[src/rtl/tc_pcie_block_align_ctrl.sv]
// Per-lane 128b/130b block-lock sequencer: IDLE -> FLUSH -> HUNT -> VERIFY -> LOCKED; Moore outputs, 1-cycle registered event pulses, no backpressure.
// Optional stats counters (lock losses, hunt timeouts) are compiled in with TC_PCIE_BA_CTRL_STATS_EN.
module tc_pcie_block_align_ctrl #(
  parameter int FLUSH_CYCLES = 4,
  parameter int HUNT_TIMEOUT = 4096,
  parameter int LOCK_CNT     = 8,
  parameter int ERR_WINDOW   = 64,
  parameter int UNLOCK_ERR   = 4
) (
  input  logic       rxclk_i,
  input  logic       reset_i,
  input  logic       enable_i,
  input  logic [2:0] rate_i,
  input  logic       align_valid_i,
  input  logic       eieos_det_i,
  input  logic       block_strobe_i,
  input  logic       sync_hdr_err_i,
  output logic       blockalign_enable_o,
  output logic       aligner_flush_o,
  output logic       block_lock_o,
  output logic       timeout_o,
  output logic       lock_lost_o,
  output logic [2:0] state_o
`ifdef TC_PCIE_BA_CTRL_STATS_EN
  ,
  output logic [15:0] lock_loss_cnt_o,
  output logic [15:0] hunt_timeout_cnt_o
`endif
);

  localparam int CNT_W  = (FLUSH_CYCLES > 1) ? $clog2(FLUSH_CYCLES) : 1;
  localparam int TMR_W  = (HUNT_TIMEOUT > 1) ? $clog2(HUNT_TIMEOUT) : 1;
  localparam int GOOD_W = (LOCK_CNT     > 1) ? $clog2(LOCK_CNT)     : 1;
  localparam int BLK_W  = (ERR_WINDOW   > 1) ? $clog2(ERR_WINDOW)   : 1;
  localparam int ERR_W  = (UNLOCK_ERR   > 1) ? $clog2(UNLOCK_ERR)   : 1;

  localparam logic [CNT_W-1:0]  CNT_LAST  = CNT_W'(FLUSH_CYCLES - 1);
  localparam logic [TMR_W-1:0]  TMR_LAST  = TMR_W'(HUNT_TIMEOUT - 1);
  localparam logic [GOOD_W-1:0] GOOD_LAST = GOOD_W'(LOCK_CNT - 1);
  localparam logic [BLK_W-1:0]  BLK_LAST  = BLK_W'(ERR_WINDOW - 1);
  localparam logic [ERR_W:0]    ERR_LIM   = (ERR_W + 1)'(UNLOCK_ERR);

  typedef enum logic [2:0] {
    S_IDLE   = 3'd0,
    S_FLUSH  = 3'd1,
    S_HUNT   = 3'd2,
    S_VERIFY = 3'd3,
    S_LOCKED = 3'd4
  } state_t;

  state_t            r_state;
  state_t            w_nxt;
  logic [2:0]        r_rate;
  logic [CNT_W-1:0]  r_cnt;
  logic [TMR_W-1:0]  r_timer;
  logic [GOOD_W-1:0] r_good;
  logic [BLK_W-1:0]  r_blk;
  logic [ERR_W-1:0]  r_err;
  logic              r_timeout;
  logic              r_lock_lost;

  logic              w_rate_ok;
  logic              w_enter;
  logic              w_tmo;
  logic              w_lost_evt;
  logic              w_wrap;
  logic [ERR_W:0]    w_err_nxt;

  assign w_rate_ok  = (rate_i == 3'd2) || (rate_i == 3'd3) || (rate_i == 3'd4);
  assign w_wrap     = (r_blk == BLK_LAST);
  // The wrapping block's error opens the next window rather than closing the current one.
  assign w_err_nxt  = w_wrap ? {ERR_W'(0), sync_hdr_err_i}
                             : ({1'b0, r_err} + (ERR_W + 1)'(sync_hdr_err_i));
  assign w_lost_evt = (r_state == S_LOCKED) && (w_nxt != S_LOCKED);

  // w_enter marks every transition, including FLUSH restarting itself on a rate change.
  always_comb begin
    w_nxt   = r_state;
    w_enter = 1'b0;
    w_tmo   = 1'b0;
    if (!enable_i || !w_rate_ok) begin
      w_nxt   = S_IDLE;
      w_enter = (r_state != S_IDLE);
    end else if ((rate_i != r_rate) && (r_state != S_IDLE)) begin
      w_nxt   = S_FLUSH;
      w_enter = 1'b1;
    end else begin
      case (r_state)
        S_IDLE: begin
          w_nxt   = S_FLUSH;
          w_enter = 1'b1;
        end
        S_FLUSH: begin
          if (r_cnt == CNT_LAST) begin
            w_nxt   = S_HUNT;
            w_enter = 1'b1;
          end
        end
        S_HUNT: begin
          if (eieos_det_i && align_valid_i) begin
            w_nxt   = S_VERIFY;
            w_enter = 1'b1;
          end else if (r_timer == TMR_LAST) begin
            w_nxt   = S_FLUSH;
            w_enter = 1'b1;
            w_tmo   = 1'b1;
          end
        end
        S_VERIFY: begin
          if (block_strobe_i) begin
            if (sync_hdr_err_i) begin
              w_nxt   = S_FLUSH;
              w_enter = 1'b1;
            end else if (r_good == GOOD_LAST) begin
              w_nxt   = S_LOCKED;
              w_enter = 1'b1;
            end
          end
        end
        S_LOCKED: begin
          if (block_strobe_i && sync_hdr_err_i && (w_err_nxt == ERR_LIM)) begin
            w_nxt   = S_FLUSH;
            w_enter = 1'b1;
          end
        end
        default: begin
          w_nxt   = S_IDLE;
          w_enter = 1'b1;
        end
      endcase
    end
  end

  always_ff @(posedge rxclk_i) begin
    if (reset_i) begin
      r_state     <= S_IDLE;
      r_rate      <= 3'd0;
      r_cnt       <= '0;
      r_timer     <= '0;
      r_good      <= '0;
      r_blk       <= '0;
      r_err       <= '0;
      r_timeout   <= 1'b0;
      r_lock_lost <= 1'b0;
    end else begin
      r_state     <= w_nxt;
      r_rate      <= rate_i;
      r_timeout   <= w_tmo;
      r_lock_lost <= w_lost_evt;
      if (w_enter) begin
        r_cnt   <= '0;
        r_timer <= '0;
        r_good  <= '0;
        r_blk   <= '0;
        r_err   <= '0;
      end else begin
        case (r_state)
          S_FLUSH: begin
            if (r_cnt != CNT_LAST) r_cnt <= r_cnt + 1'b1;
          end
          S_HUNT: begin
            if (r_timer != TMR_LAST) r_timer <= r_timer + 1'b1;
          end
          S_VERIFY: begin
            if (block_strobe_i && !sync_hdr_err_i && (r_good != GOOD_LAST))
              r_good <= r_good + 1'b1;
          end
          S_LOCKED: begin
            if (block_strobe_i) begin
              r_blk <= w_wrap ? '0 : r_blk + 1'b1;
              r_err <= w_err_nxt[ERR_W-1:0];
            end
          end
          default: ;
        endcase
      end
    end
  end

  assign state_o             = r_state;
  assign aligner_flush_o     = (r_state == S_FLUSH);
  assign blockalign_enable_o = (r_state == S_HUNT) || (r_state == S_VERIFY);
  assign block_lock_o        = (r_state == S_LOCKED);
  assign timeout_o           = r_timeout;
  assign lock_lost_o         = r_lock_lost;

`ifdef TC_PCIE_BA_CTRL_STATS_EN
  logic [15:0] r_lock_loss_cnt;
  logic [15:0] r_hunt_tmo_cnt;

  always_ff @(posedge rxclk_i) begin
    if (reset_i) begin
      r_lock_loss_cnt <= 16'd0;
      r_hunt_tmo_cnt  <= 16'd0;
    end else begin
      if (w_lost_evt && (r_lock_loss_cnt != 16'hFFFF)) r_lock_loss_cnt <= r_lock_loss_cnt + 16'd1;
      if (w_tmo && (r_hunt_tmo_cnt != 16'hFFFF))      r_hunt_tmo_cnt  <= r_hunt_tmo_cnt + 16'd1;
    end
  end

  assign lock_loss_cnt_o    = r_lock_loss_cnt;
  assign hunt_timeout_cnt_o = r_hunt_tmo_cnt;
`endif

endmodule

[config.mk]
export PLATFORM = sky130hd
export DESIGN_NAME = tc_pcie_block_align_ctrl
export DESIGN_NICKNAME = d
export VERILOG_FILES = /design/src/rtl/tc_pcie_block_align_ctrl.sv
export SDC_FILE = /design/constraint.sdc
export NUM_CORES = 1
export LEC_CHECK = 0
export CAP_MARGIN = 0
export CORE_MARGIN = 1
export CORE_UTILIZATION = 40
export CTS_CLUSTER_SIZE = 10
export DETAILED_ROUTE_END_ITERATION = 10
export HOLD_SLACK_MARGIN = 0.06
export SYNTH_ARGS = -nofsm -noshare
export SYNTH_HDL_FRONTEND = slang
export SYNTH_SLANG_ARGS = --single-unit
export TNS_END_PERCENT = 20
[constraint.sdc]
create_clock -name rxclk_i -period 6.75 [get_ports rxclk_i]
set_input_delay 1.35 -clock rxclk_i [delete_from_list [all_inputs] [get_ports rxclk_i]]
set_output_delay 1.35 -clock rxclk_i [all_outputs]
set_load 0.01 [all_outputs]
Word-level counts from Yosys, hierarchy flattened
Cells that the tools add are included.
{ "totals": {"regBits": 33, "latchBits": 0, "ram_bits": 0, "romBits": 0, "input_bits": 10, "output_inout_bits": 8, "wordCells": 76, "n_memories": 0} }
{ "op_classes": {"add_sub_neg": 5, "mul": 0, "div_mod_pow": 0, "order_cmp": 0, "n_eq_ne": 17, "shifts": 0, "muxes": 22, "n_bitwise": 1, "n_reduce_logical": 22} }
{ "op_table": {"columns": ["op", "count"], "rows": [
  ["$mux 3", 10],
  ["$pmux 3 s5", 1],
  ["$add 12x1->12 const B", 1],
  ["$eq 12x12->1 const B", 1],
  ["$eq 3x2->1 const B", 4],
  ["$eq 3x3->1 const B", 4],
  ["$ne 12x12->1 const B", 1],
  ["$mux 1", 9],
  ["$reduce_and 2->1", 4],
  ["$logic_and 1x1->1", 7],
  ["$add 6x1->6 const B", 1],
  ["$eq 6x6->1 const B", 1],
  ["$mux 6", 1],
  ["$ne 3x3->1 const B", 2],
  ["$reduce_or 5->1", 1],
  ["$logic_or 1x1->1", 4],
  ["$pmux 1 s4", 1],
  ["$add 2x1->3", 1],
  ["$add 3x1->3 const B", 1],
  ["$eq 3x1->1 const B", 1],
  ["$logic_not 1->1", 3],
  ["$logic_not 3->1", 1],
  ["$ne 3x3->1", 1],
  ["$reduce_bool 3->1", 1],
  ["other kinds (5)", 5]
]} }

Logic depth before layout (Yosys ltp)
Gate-level depths: netlist of run 1.
{ "logic_depth": {"depth_word": 10, "mapped_depth": 8, "depth_no_buf": 7} }

Least setup slack after synthesis of run 1
OpenSTA, ideal clock, no wires.
{ "synth_timing": {"path_type": "input-to-reg", "start": "input sync_hdr_err_i", "end": "register r_err[1]", "setup_time_ns": 0.117, "arrival_time_ns": 2.926, "required_ns": 6.633, "slack_ns": 3.707, "stages": 8, "path_buffers": 1, "cell_sequence": "ha_1 ha_1 nand2b_1 a211oi_2 a211oi_1 o32ai_4 buf_6 nor2_1"} }
{ "synth_between": {"elab_chain_len": 9, "elab_cells_between_ends": 12, "cone_classes": "1 x add/sub; 1 x eq/ne; 7 x mux; 3 x reduce/logical"} }
{ "synth_rtl": {"columns": ["item", "line", "rtl"], "rows": [
  ["start, declared", "17", "input logic sync_hdr_err_i,"],
  ["$add 2x1->3", "73", ": ({1'b0, r_err} + (ERR_W + 1)'(sync_hdr_err_i));"],
  ["$mux 3", "72", "assign w_err_nxt = w_wrap ? {ERR_W'(0), sync_hdr_err_i}"],
  ["$eq 3x3->1", "121", "if (block_strobe_i && sync_hdr_err_i && (w_err_nxt == ERR_LIM)) begin"],
  ["$logic_and 1x1->1", "121", null],
  ["$mux 1", "121", null],
  ["$pmux 1 s4", "88", "case (r_state)"],
  ["$mux 1", "84", "end else if ((rate_i != r_rate) && (r_state != S_IDLE)) begin"],
  ["$mux 1", "81", "if (!enable_i || !w_rate_ok) begin"],
  ["$reduce_or 2->1 (no line)", null, null],
  ["end signal, assigned", "171", "r_err <= w_err_nxt[ERR_W-1:0];"],
  ["end, declared", "58", "logic [ERR_W-1:0] r_err;"]
]} }
Parallel ways exist; a longest one is shown, timed or not.
A chain may end at the register's enable or synchronous reset.

Worst setup path after layout of run 1
{ "layout_timing": {"start": "input sync_hdr_err_i", "end": "register r_timer[10]"} }
{ "layout_between": {"elab_chain_len": 9, "elab_cells_between_ends": 12, "cone_classes": "1 x add/sub; 1 x eq/ne; 7 x mux; 3 x reduce/logical"} }
{ "layout_rtl": {"columns": ["item", "line", "rtl"], "rows": [
  ["$add 2x1->3", "73", null],
  ["$mux 3", "72", null],
  ["$eq 3x3->1", "121", null],
  ["$logic_and 1x1->1", "121", null],
  ["$mux 1", "121", null],
  ["$pmux 1 s4 *", "88", null],
  ["$mux 1 *", "84", null],
  ["$mux 1 *", "81", null],
  ["$reduce_or 2->1 (no line) *", null, null],
  ["end signal, assigned", "162", "if (r_timer != TMR_LAST) r_timer <= r_timer + 1'b1;"],
  ["end, declared", "55", "logic [TMR_W-1:0] r_timer;"]
]} }
Every way passes the cells marked *; elsewhere a longest branch is shown, timed or not.

==> results.txt, run 1 <==
- The run finished with clean final reports.
- Startpoint Class: input pin
* Yosys Warn Count: 0
* Combined area of the multi-input logic cells: 0.001090 sq mm
- In this run the cell area of the synthesized design comes to 0.001827 sq mm.
* Hold slack final: 483.9 ps
- Share of the cycle needed by the critical path after routing: 0.5655
- Fill cells in the final layout number 453.
- Of the cells placed in the final design, the portion with a size suffix greater than 1 is 0.09565.
* Initial antenna violation count: 0
* Post-placement setup slack: 2584 ps
- The HPWL after detailed placement is 2.635 mm.
- The H-tree generated during clock tree synthesis spans 2 levels.
- Setup_tns: 0 ps
- For this run, the total global-route usage over all layers was measured as 0.1702.
- Layout overhead on the synthesized area: 15.07%
- Number of routed nets with antenna violations: 0
* Final global-route overflow total: 0
- During I/O placement, the number of pins put on the boundary was 18.
- STA puts the critical path data required time at 6890 ps.
* Largest fanout on the critical path: 25
- Setup Viol. Count Final: 0
- Area of the die: 0.004841 sq mm
- Met1 Track Usage GR: 0.2328
- In this run the vertical extent of the chip is 69.58 um.
- Number of optimization iterations in the first detailed-route pass: 5
- Once the clock tree was built, the resizer swapped 0 gates to a different size.
- Across the whole layout, storage elements account for 660.6 sq um.
- Power per unit of standard cell area: 184.8 mW/mm^2
- In this run the cell area measured after placement is 0.002001 sq mm.
* Syn Nets: 229
* Worst Setup Path Type: input pin to flop
- Worst IR drop on VDD: 0.0001126 V
* Number of synthesized flops with an enable pin: 0
- In the routed layout, each cell is associated on average with a via count of 5.305.
- Routing layer with the top usage in global route: met2
* LEAKAGE: 0.7562 nW
- In this run the deepest clock path goes through 2 buffers.
* Routed wire length: 3.645 mm
- Cts-stage hold buffer count: 0
- Max Clock Freq: 262.0 MHz
- Relative slew margins: 0.3183
* Setup clock skew after layout: 2.209 ps
- Synthesis instantiated 50 different standard cells from the library.
- Number of maximum-capacitance constraint violations: 0
- The number of slew-limit violations in the final report is 0.
* Average instance area after synthesis: 8.617 sq um
- Routed wire length per instance: 12.93 um
- At the pin with the least slew margin, the transition time is 1022 ps.
- Buffers placed on the I/O ports in this run total 17.
* Least setup slack across all paths after layout: 2933 ps
- The number of antenna diodes in the final layout is 0.
- Setup slack of the worst register-to-register path: 4230 ps
- In this run, synthesis produced a sequential element count of 33.
- For this configuration, the core starts out at a cell density of 0.4167.
- Final Instance Area: 0.002102 sq mm
- First-pass GRT wire length: 6.451 mm
- Clock root cell: clkbuf_8
* CTS Buf Count: 5
* Gate Count Post-Synth: 212
- Hold Violations, Final: 0
- First-iteration detailed-routing DRC count: 57
- Gp weighted congestion: 0.8465
- The share of the Yosys chip area taken by registers is 0.3616.
- At the end of the flow, the number of nets in the layout was 246.
* Unrepaired setup endpoints after global routing: no
- Main flop type after synthesis: dfxtp_1
- Number of standard-cell rows in the floorplan: 24
- At the worst endpoint, the arrival time is 3950 ps.
* Clk Latency, worst-skew pair: 280 ps
- Clock-pin slew was measured on the worst setup and hold paths at 70 ps.
* Number of design rule violations left after detail routing: 0
- Via total after detailed routing: 1,496
- Setup Buffers After CTS: 0
- For this run, global-route usage on met3 was measured as 0.03634.
- Die Wd: 69.58 um
- Core region area: 0.004384 sq mm
* Share of flip-flops with an asynchronous set or reset: 0
* Class of the most critical hold timing path: flop to flop
* Number of clock sinks seen by CTS: 33
- Element type at the critical path end: flop
- CTS tree: built
* Pin count of the biggest net entering global routing: 26
- For the finished layout, the period the worst path requires is 3817 ps.
* Number of global-route vias before repair: 1,420
* Met2 Usage GRT: 0.2503
[area by class of cell]
class	count	share of cell area
clock inverter	1	0.002381
timing repair buffer	17	0.08095
tap	52	0.03095
multi-input combinational	168	0.5185
sequential	33	0.3143
clock buffer	7	0.04583
inverter	4	0.007143
[cells in the mapped netlist, types with 2 or more instances]
master / count / share of area
nor3_1: 8 / 0.022
nand2b_1: 3 / 0.010
nor2_2: 2 / 0.0068
ha_1: 7 / 0.048
nor2_1: 28 / 0.058
buf_6: 3 / 0.018
xor2_1: 9 / 0.043
nand4_1: 4 / 0.014
dfxtp_1: 33 / 0.36
o21ai_0: 6 / 0.016
nand4b_1: 2 / 0.0096
a311oi_1: 2 / 0.0096
xnor2_1: 3 / 0.014
inv_1: 4 / 0.0082
buf_2: 2 / 0.0055
or3_1: 2 / 0.0068
nand3_1: 10 / 0.027
nand2_1: 26 / 0.053
nor2b_1: 9 / 0.031
a21oi_2: 2 / 0.0096
mux2i_1: 7 / 0.038
a211oi_1: 4 / 0.016
a21oi_1: 9 / 0.025
[critical path, stage by stage]
cell and delay, ps:
clkdlybuf4s50_1 490, ha_1 240, ha_1 280, nand2b_1 150
a211oi_2 270, a211oi_1 160, o32ai_4 890, nor2_1 110
[per-stage QoR]
stage | power, mW | std cells | util
after floorplan | 0.2208 | 212 | -
after global placement | 0.2291 | 274 | 0.4563
after detailed placement | 0.2292 | 274 | 0.4563
after CTS | 0.3956 | 282 | 0.4795
after global routing | 0.4087 | 282 | 0.4795
final | 0.3886 | 282 | 0.4795
[path summary, 6_finish.rpt]
check                                    start          end  cells after the start
worst max register to register        r_err[0]  r_timer[10]                      7
worst min-delay path                r_timer[1]   r_timer[1]                      2
worst max-delay path            sync_hdr_err_i  r_timer[10]                      8
worst min register to register      r_timer[1]   r_timer[1]                      2
[metal layers]
metal	wire (um)	vias up
met5	0	-
met4	83	0
met3	115	7
met2	1536	25
met1	1910	680
li1	-	784
[flip-flops by register name, indices dropped and copies added (netlist names)]
signal / count
r_good: 3
r_err: 2
state_o: 3
r_timer: 12
lock_lost_o: 1
timeout_o: 1
r_blk: 6
r_rate: 3
r_cnt: 2
[power by group]
group,internal (mW),switching [mW]
clock,0.0921,0.0720
sequential,0.196,0.00170
combinational,0.0122,0.0144
total,0.300,0.0881
[cells in the final DEF (no fill, tap or decap), types with 2 or more instances in the layout]
cell	Yosys	routed
nand3_1	10	10
nor2_2	2	2
ha_1	7	7
nand2b_1	3	3
clkdlybuf4s50_1	0	17
nand4_1	4	4
dfxtp_1	33	33
inv_1	4	4
nand4b_1	2	2
a311oi_1	2	2
a21oi_1	9	9
clkbuf_8	1	7
o21ai_0	6	6
mux2i_1	7	7
nor2_1	28	28
a21oi_2	2	2
nand2_1	26	26
or3_1	2	2
nor2b_1	9	9
nor3_1	8	8
xor2_1	9	9
xnor2_1	3	3
a211oi_1	4	4
[logic make-up (layout without fill, tap and decap cells)]
kind of cell | count (synthesis) | count (layout) | share of synthesized area
xor gates and xnor gates | 12 | 12 | 0.05754
AOI/OAI and AO/OA | 33 | 33 | 0.1349
DFF | 33 | 33 | 0.3616
and+or+nand+nor | 108 | 108 | 0.3117
muxes | 8 | 8 | 0.04452
buffers and inverters | 11 | 29 | 0.04177
adders and majority gates | 7 | 7 | 0.04794
Note: power is estimated with default switching activity, not from simulation.
==> run 2, diff against run 1 <==
==> constraint.sdc (replaced) <==
create_clock -name rxclk_i -period 3.3 [get_ports rxclk_i]
set_input_delay 0.66 -clock rxclk_i [delete_from_list [all_inputs] [get_ports rxclk_i]]
set_output_delay 0.66 -clock rxclk_i [all_outputs]
set_load 0.01 [all_outputs]
==> run 2 against run 1 <==
Against the previous run:
- sequential cell count unchanged
- hold slack improved by 0.85 ps
- sequential power increased by 100%
- critical endpoint is now r_timer[2]
- largest cell class unchanged
- sequential share of layout area about the same
- critical path type unchanged
==> results.txt, run 2 (synthesis results as in run 1) <==
- Outcome: complete, no violations (unchanged)
- The layout overhead on the synthesized area came to 15.14% (was 15.07%).
- The number of design-rule violations left by the first detailed-router iteration is 80 (was 57).
- Worst Tran Pin Value: 526.9 ps (was 1022 ps)
* Setup clock skew after layout: 8.098 ps (was 2.209 ps)
- CP arrival: 2830 ps (was 3950 ps)
- Number of standard-cell rows in the floorplan: 24 (unchanged)
- Number of global-route vias before repair: 1,418 (was 1,420)
- Setup slack of the worst register-to-register path: 1230 ps (was 4230 ps)
- The total core area is 0.004384 sq mm (unchanged).
- The summed negative setup slack over all endpoints came to 0 ps (unchanged).
- Cell internal power dissipation: 0.5767 mW (was 0.3005 mW)
- The most common cell after layout, fill and taps aside was dfxtp_1 (unchanged).
- Y dimension of the die: 69.58 um (unchanged)
- Largest fanout on the critical path: 25 (unchanged)
- The total global-route track usage came to 0.1636 (was 0.1702).
- Inserted Diodes: 0 (unchanged)
- Hold Violations, Final: 0 (unchanged)
- The type of the tightest min-delay check was flop to flop (unchanged).
- The count of hold buffers inserted by post-cts repair came to 0 (unchanged).
- The number of nets in the layout is 247 (was 246).
- Number of max-slew violations in the final report: 0 (unchanged)
- Element type at the critical path end: flop (unchanged)
- The total setup buffers inserted after CTS is 0 (unchanged).
- Estimated wirelength of the detail-placed design: 2.614 mm (was 2.635 mm)
- Power per unit of standard cell area: 357.8 mW/mm^2 (was 184.8 mW/mm^2)
- Unrepaired setup endpoints after global routing: no (unchanged)
- Die Wd: 69.58 um (unchanged)
- The maximum resistive drop on vdd is 0.0002049 V (was 0.0001126 V).
- The TritonCTS clock tree is built (unchanged).
- The overall die area was 0.004841 sq mm (unchanged).
- Number of clock sinks seen by CTS: 33 (unchanged)
* Worst Setup Path Type: input pin to flop (unchanged)
- The TritonCTS buffer count was 5 (unchanged).
- The number of levels in the clock H-tree came to 2 (unchanged).
- Sequential share of power: 0.538 (was 0.509)
* Register Area: 660.6 sq um (unchanged)
* Routed wire length per instance: 12.52 um (was 12.93 um)
- Proportion of power drawn by combinational gates: 0.080 (was 0.069)
* Final global-route overflow total: 0 (unchanged)
- The count of instances resized after the clock tree is built came to 0 (unchanged).
- Gp weighted congestion: 0.8013 (was 0.8465)
- The antenna violation net count after detailed routing came to 0 (unchanged).
* Top Registers: r_timer: 12 flops, r_blk: 6 flops (unchanged)
- Layout cell share with drive strength beyond 1: 0.09524 (was 0.09565)
- The cell leakage power came to 0.7566 nW (was 0.7562 nW).
- The number of antenna violations at the first check in global routing came to 0 (unchanged).
- Clk Latency, worst-skew pair: 280 ps (about the same)
- The number of maximum-capacitance violations was 0 (unchanged).
- The clock-pin transition on the worst setup and hold timing paths came to 60 ps (was 70 ps).
- Startpoint of the worst setup timing path: sync_hdr_err_i (unchanged)
* Clock root cell: clkbuf_8 (unchanged)
* Mean number of vias per cell: 5.382 (was 5.305)
* Number of design rule violations left after detail routing: 0 (unchanged)
- Setup Viol. Count Final: 0 (unchanged)
* Net switching power of the design: 0.1759 mW (was 0.08810 mW)
* Flip-flop count of the largest register, all copies and words added: 12 (unchanged)
- Share of the cycle needed by the critical path after routing: 0.8111
* Launch instance of the worst register-to-register path: r_err[0] (unchanged)
* Commonest non-fill, non-tap cells in the layout: 33 x dfxtp_1, 28 x nor2_1, 26 x nand2_1, 17 x clkdlybuf4s50_1, 10 x nand3_1 (unchanged)
- The area of the multi-input gates is 0.001090 sq mm (unchanged).
- First-pass GRT wire length: 6.396 mm (was 6.451 mm)
* Fillcell total: 439 (was 453)
- The capturing instance or port of the critical path is r_timer[2] (was r_timer[10]).
- Derived from the worst setup path, the maximum achievable clock frequency is 373.6 MHz.
- The register containing the most flip-flops in the final layout was r_timer (unchanged).
- Number of optimization iterations in the first detailed-route pass: 4 (was 5)
* Worst R2R End: r_timer[2] (was r_timer[10])
* Buffers added on ports: 17 (unchanged)
- The maximum clock path buffer count is 2 (unchanged).
- Switching fraction of total power: 0.2337 (was 0.2267)
* Routed wire length: 3.542 mm (was 3.645 mm)
- After layout, the minimum clock period comes to 2677 ps.
- The worst-case reg-to-reg path depth came to 8 (was 7).
* CP Data Required Time: 3450 ps (was 6890 ps)
- Via total after detailed routing: 1,523 (was 1,496)
- Initial cell density of the core: 0.4167 (unchanged)
* Pin count of the biggest net entering global routing: 26 (unchanged)
- The number of placed I/O pins is 18 (unchanged).
- Relative slew margins: 0.6483 (was 0.3183)
- Post-route core utilization: 0.4797 (was 0.4795)
- Clock group share of total power: 0.382 (was 0.422)
* Startpoint Class: input pin (unchanged)
run 2: cell types whose count changed in the layout (fill, tap and decap cells not counted):
cell | before | now
clkbuf_8 | 7 | 5
clkinv_2 | 1 | 2
buf_12 | 0 | 1
clkbuf_1 | 0 | 1
run 2: power groups by stage:
stage                     sequential, mW  clock (mW)  combinational [mW]
after floorplan                    0.412           0              0.0393
after global placement             0.414           0              0.0604
after detailed placement           0.414           0              0.0607
after CTS                          0.405       0.299              0.0610
after global routing               0.405       0.322              0.0671
final                              0.405       0.287              0.0604
run 2: stage by stage:
step                worst slack, ps  std cells  total power, mW  cell area, sq um  hold WS [ps]
floorplan                     946.7        212           0.4516              1827         453.4
global placement              399.3        275           0.4742              2021         473.9
detailed placement            308.6        275           0.4744              2021         481.0
CTS                           610.6        283           0.7648              2103         490.7
global route                  486.1        283           0.7941              2103         513.9
finish                        623.4        283           0.7526              2103         484.8
run 2: critical path, cell delays in order:
cell and delay [ps]:
clkdlybuf4s50_1 480, ha_1 230, ha_1 280, nand2b_1 150, a211oi_2 270, a211oi_1 160
o32ai_4 310, buf_12 210, a211oi_1 60
run 2: area by class of cell:
| cell class | instances | share of cell area |
|---|---|---|
| inverter | 4 | 0.007139 |
| sequential | 33 | 0.3141 |
| clock inverter | 2 | 0.004759 |
| timing repair buffer | 18 | 0.09042 |
| multi-input combinational | 168 | 0.5181 |
| tap | 52 | 0.03093 |
| clock buffer | 6 | 0.03450 |
run 2: worst min path at each step:
stage	start	end	slack (ps)	depth (start not counted)
after detailed placement	r_blk[1]	r_blk[1]	480	2
after CTS	r_blk[1]	r_blk[1]	490	2
final	r_blk[5]	r_blk[5]	480	2
after global placement	r_timer[1]	r_timer[1]	470	2
after global routing	r_blk[1]	r_blk[1]	510	2
after floorplan	r_blk[5]	r_blk[5]	450	2
run 2: routing by layer:
metal / up-vias / GRT usage / share of wire
li1: 787 / - / -
met1: 699 / 0.2152 / 0.50
met2: 30 / 0.2589 / 0.44
met3: 7 / 0.03488 / 0.043
met4: 0 / 0.06803 / 0.017
met5: - / 0 / 0
==> run 3, diff against run 2 <==
==> constraint.sdc (replaced) <==
create_clock -name rxclk_i -period 2.76 [get_ports rxclk_i]
set_input_delay 0.552 -clock rxclk_i [delete_from_list [all_inputs] [get_ports rxclk_i]]
set_output_delay 0.552 -clock rxclk_i [all_outputs]
set_load 0.01 [all_outputs]
==> run 3 against run 2 <==
Against the previous run:
- design area grew 1.4%
- power increased by 22%
- die area stayed put
- wire length grew 3.6%
- critical path type unchanged
- highest routed layer unchanged
==> results.txt, run 3 (synthesis results as in run 1) <==
- Outcome: complete, no violations (unchanged).
- Top Registers: r_timer: 12 flops, r_blk: 6 flops (unchanged).
- The max-slew headroom at the worst pin came to 0.6870 (was 0.6483).
- Number of clock sinks seen by CTS: 33 (unchanged)
- The number of levels in the clock H-tree is 2 (unchanged).
- Reg2Reg Depth: 8 (unchanged)
- CTS tree: built (unchanged)
- The summed negative setup slack over all endpoints was 0 ps (unchanged).
* Startpoint Class: input pin (unchanged)
* Pin count of the biggest net entering global routing: 21 (was 26)
* Hold Violations, Final: 0 (unchanged)
- The layout overhead on the synthesized area came to 16.78% (was 15.14%).
- Layout cell share with drive strength beyond 1: 0.1106 (was 0.09524)
- Commonest non-fill, non-tap cells in the layout: 33 x dfxtp_1, 28 x nor2_1, 26 x nand2_1, 17 x clkdlybuf4s50_1, 10 x nand3_1 (unchanged)
* First-iteration detailed-routing DRC count: 69 (was 80)
- The critical register-to-register path startpoint is r_err[0] (unchanged).
- The number of nets in the layout came to 251 (was 247).
- The clock skew is 8.270 ps (was 8.098 ps).
* Inserted Diodes: 0 (unchanged)
- LEAKAGE: 0.7769 nW (was 0.7566 nW)
* Core region area: 0.004384 sq mm (unchanged)
- Final global-route overflow total: 0 (unchanged)
- Estimated wirelength of the detail-placed design: 2.715 mm (was 2.614 mm)
- Y dimension of the die: 69.58 um (unchanged)
* Least setup slack across all paths after layout: 354.3 ps (was 623.4 ps)
- The buffer type at the clock tree root is clkbuf_8 (unchanged).
- CP Data Required Time: 2910 ps (was 3450 ps)
- Unrepaired setup endpoints after global routing: no (unchanged)
- The die extent in x came to 69.58 um (unchanged).
- Via total after detailed routing: 1,529 (was 1,523)
- Worst IR drop on VDD: 0.0002784 V (was 0.0002049 V)
* Share of the cycle needed by the critical path after routing: 0.8716
- Number of design rule violations left after detail routing: 0 (unchanged)
- The critical path arrival came to 2560 ps (was 2830 ps).
* Global Route Usage Sum: 0.1647 (was 0.1636)
* Critical Path Sink: r_timer[2] (unchanged)
- Count of placed standard cells including taps: 279 (was 275)
- Number of standard cells in the layout, taps in and fillers out: 287 (was 283)
- The total of endpoints with negative setup slack in the final report is 0 (unchanged).
- Largest fanout on the critical path: 20 (was 25)
- Timing would allow up to 415.7 MHz.
* Setup Buffers After CTS: 0 (unchanged)
* Most common cell after layout, fill and taps aside: dfxtp_1 (unchanged)
* Startpoint of the worst setup timing path: sync_hdr_err_i (unchanged)
* Worst Tran Pin Value: 468.8 ps (was 526.9 ps)
- Post-CTS sizing: 0 (unchanged)
* Maximum clock insertion buffer count: 2 (unchanged)
* Number of optimization iterations in the first detailed-route pass: 4 (unchanged)
- The register-to-register setup slack is 760 ps (was 1230 ps).
- The first-pass GRT wire length was 6.292 mm (was 6.396 mm).
* Clk Latency, worst-skew pair: 290 ps (was 280 ps)
* Element type at the critical path end: flop (unchanged)
- I/O pin count: 18 (unchanged)
- Hold slack final: 492.5 ps (was 484.8 ps)
- Fillcell total: 436 (was 439)
* Buffers added on ports: 17 (unchanged)
- Gp weighted congestion: 0.8256 (was 0.8013)
- The worst setup path category is input pin to flop (unchanged).
- The detailed-route wire length per cell is 12.79 um (was 12.52 um).
* Class of the most critical hold timing path: flop to flop (unchanged)
- Worst R2R End: r_timer[2] (unchanged)
- The power density over the cells was 429.2 mW/mm^2 (was 357.8 mW/mm^2).
- The total wirelength of the detailed-routed design came to 3.670 mm (was 3.542 mm).
- Number of global-route vias before repair: 1,359 (was 1,418)
- The smallest clock period supported by the final layout is computed as 2406 ps.
* Mean number of vias per cell: 5.328 (was 5.382)
- Number of max-slew violations in the final report: 0 (unchanged)
- The clock-pin transition on the worst setup and hold timing paths came to 70 ps (was 60 ps).
- Number of maximum-capacitance constraint violations: 0 (unchanged)
* Post-placement setup slack: 43.89 ps (was 308.6 ps)
- Sum of internal, switching and leakage power: 0.9155 mW (was 0.7526 mW)
- The number of cell rows was 24 (unchanged).
- The TritonCTS buffer count is 5 (unchanged).
* Cts-stage hold buffer count: 0 (unchanged)
* Initial cell density of the core: 0.4167 (unchanged)
- The register containing the most flip-flops in the final layout is r_timer (unchanged).
- The number of flip-flops under the largest register name is 12 (unchanged).
- Area of the die: 0.004841 sq mm (unchanged)
- Number of routed nets with antenna violations: 0 (unchanged)
* Initial antenna violation count: 0 (unchanged)
==> run 3: per-layer routing <==
metal | routed length [um] | vias to the layer above | track usage
met2 | 1555 | 32 | 0.2492
met4 | 57 | 0 | 0.06122
met5 | 0 | - | 0
li1 | - | 792 | -
met1 | 1867 | 700 | 0.2178
met3 | 190 | 5 | 0.05378
==> run 3: area by class of cell <==
| cell class | count | area, sq um | share of cell area |
|---|---|---|---|
| clock buffers | 6 | 72.57 | 0.03402 |
| well taps | 52 | 65.06 | 0.03050 |
| clock inverters | 2 | 10.01 | 0.004692 |
| flip-flops and latches | 33 | 660.6 | 0.3097 |
| multi-input cells | 168 | 1090 | 0.5109 |
| inverters | 4 | 15.01 | 0.007038 |
| repair buffers | 22 | 220.2 | 0.1032 |
==> run 3: how the worst min path moves through the flow <==
stage	start	end	slack, ps	depth (start not counted)
2_1_floorplan	r_blk[5]	r_blk[5]	450	2
3_3_place_gp	r_timer[1]	r_timer[1]	480	2
3_5_place_dp	r_blk[5]	r_blk[5]	480	2
4_1_cts	r_blk[5]	r_blk[5]	490	2
5_1_grt	r_timer[1]	r_timer[1]	520	2
6_report	r_blk[5]	r_blk[5]	490	2
==> run 3: worst max-delay path: stages <==
cell	delay (ps)
clkdlybuf4s50_1	430
ha_1	210
ha_1	280
nand2b_1	160
a211oi_2	220
a211oi_1	140
o32ai_4	320
buf_12	200
a211oi_1	50
==> run 3: power by group <==
part / switching, mW / leakage (nW) / internal [mW]
logic: 0.0393 / 0.465 / 0.0386
registers: 0.00292 / 0.267 / 0.480
clock network: 0.181 / 0.0450 / 0.175
==> run 3: stage by stage <==
step	cell area (sq um)	utilization
after detailed placement	2051	0.4678
final	2133	0.4866
after global routing	2133	0.4866
after floorplan	1827	-
after CTS	2133	0.4866
after global placement	2051	0.4678
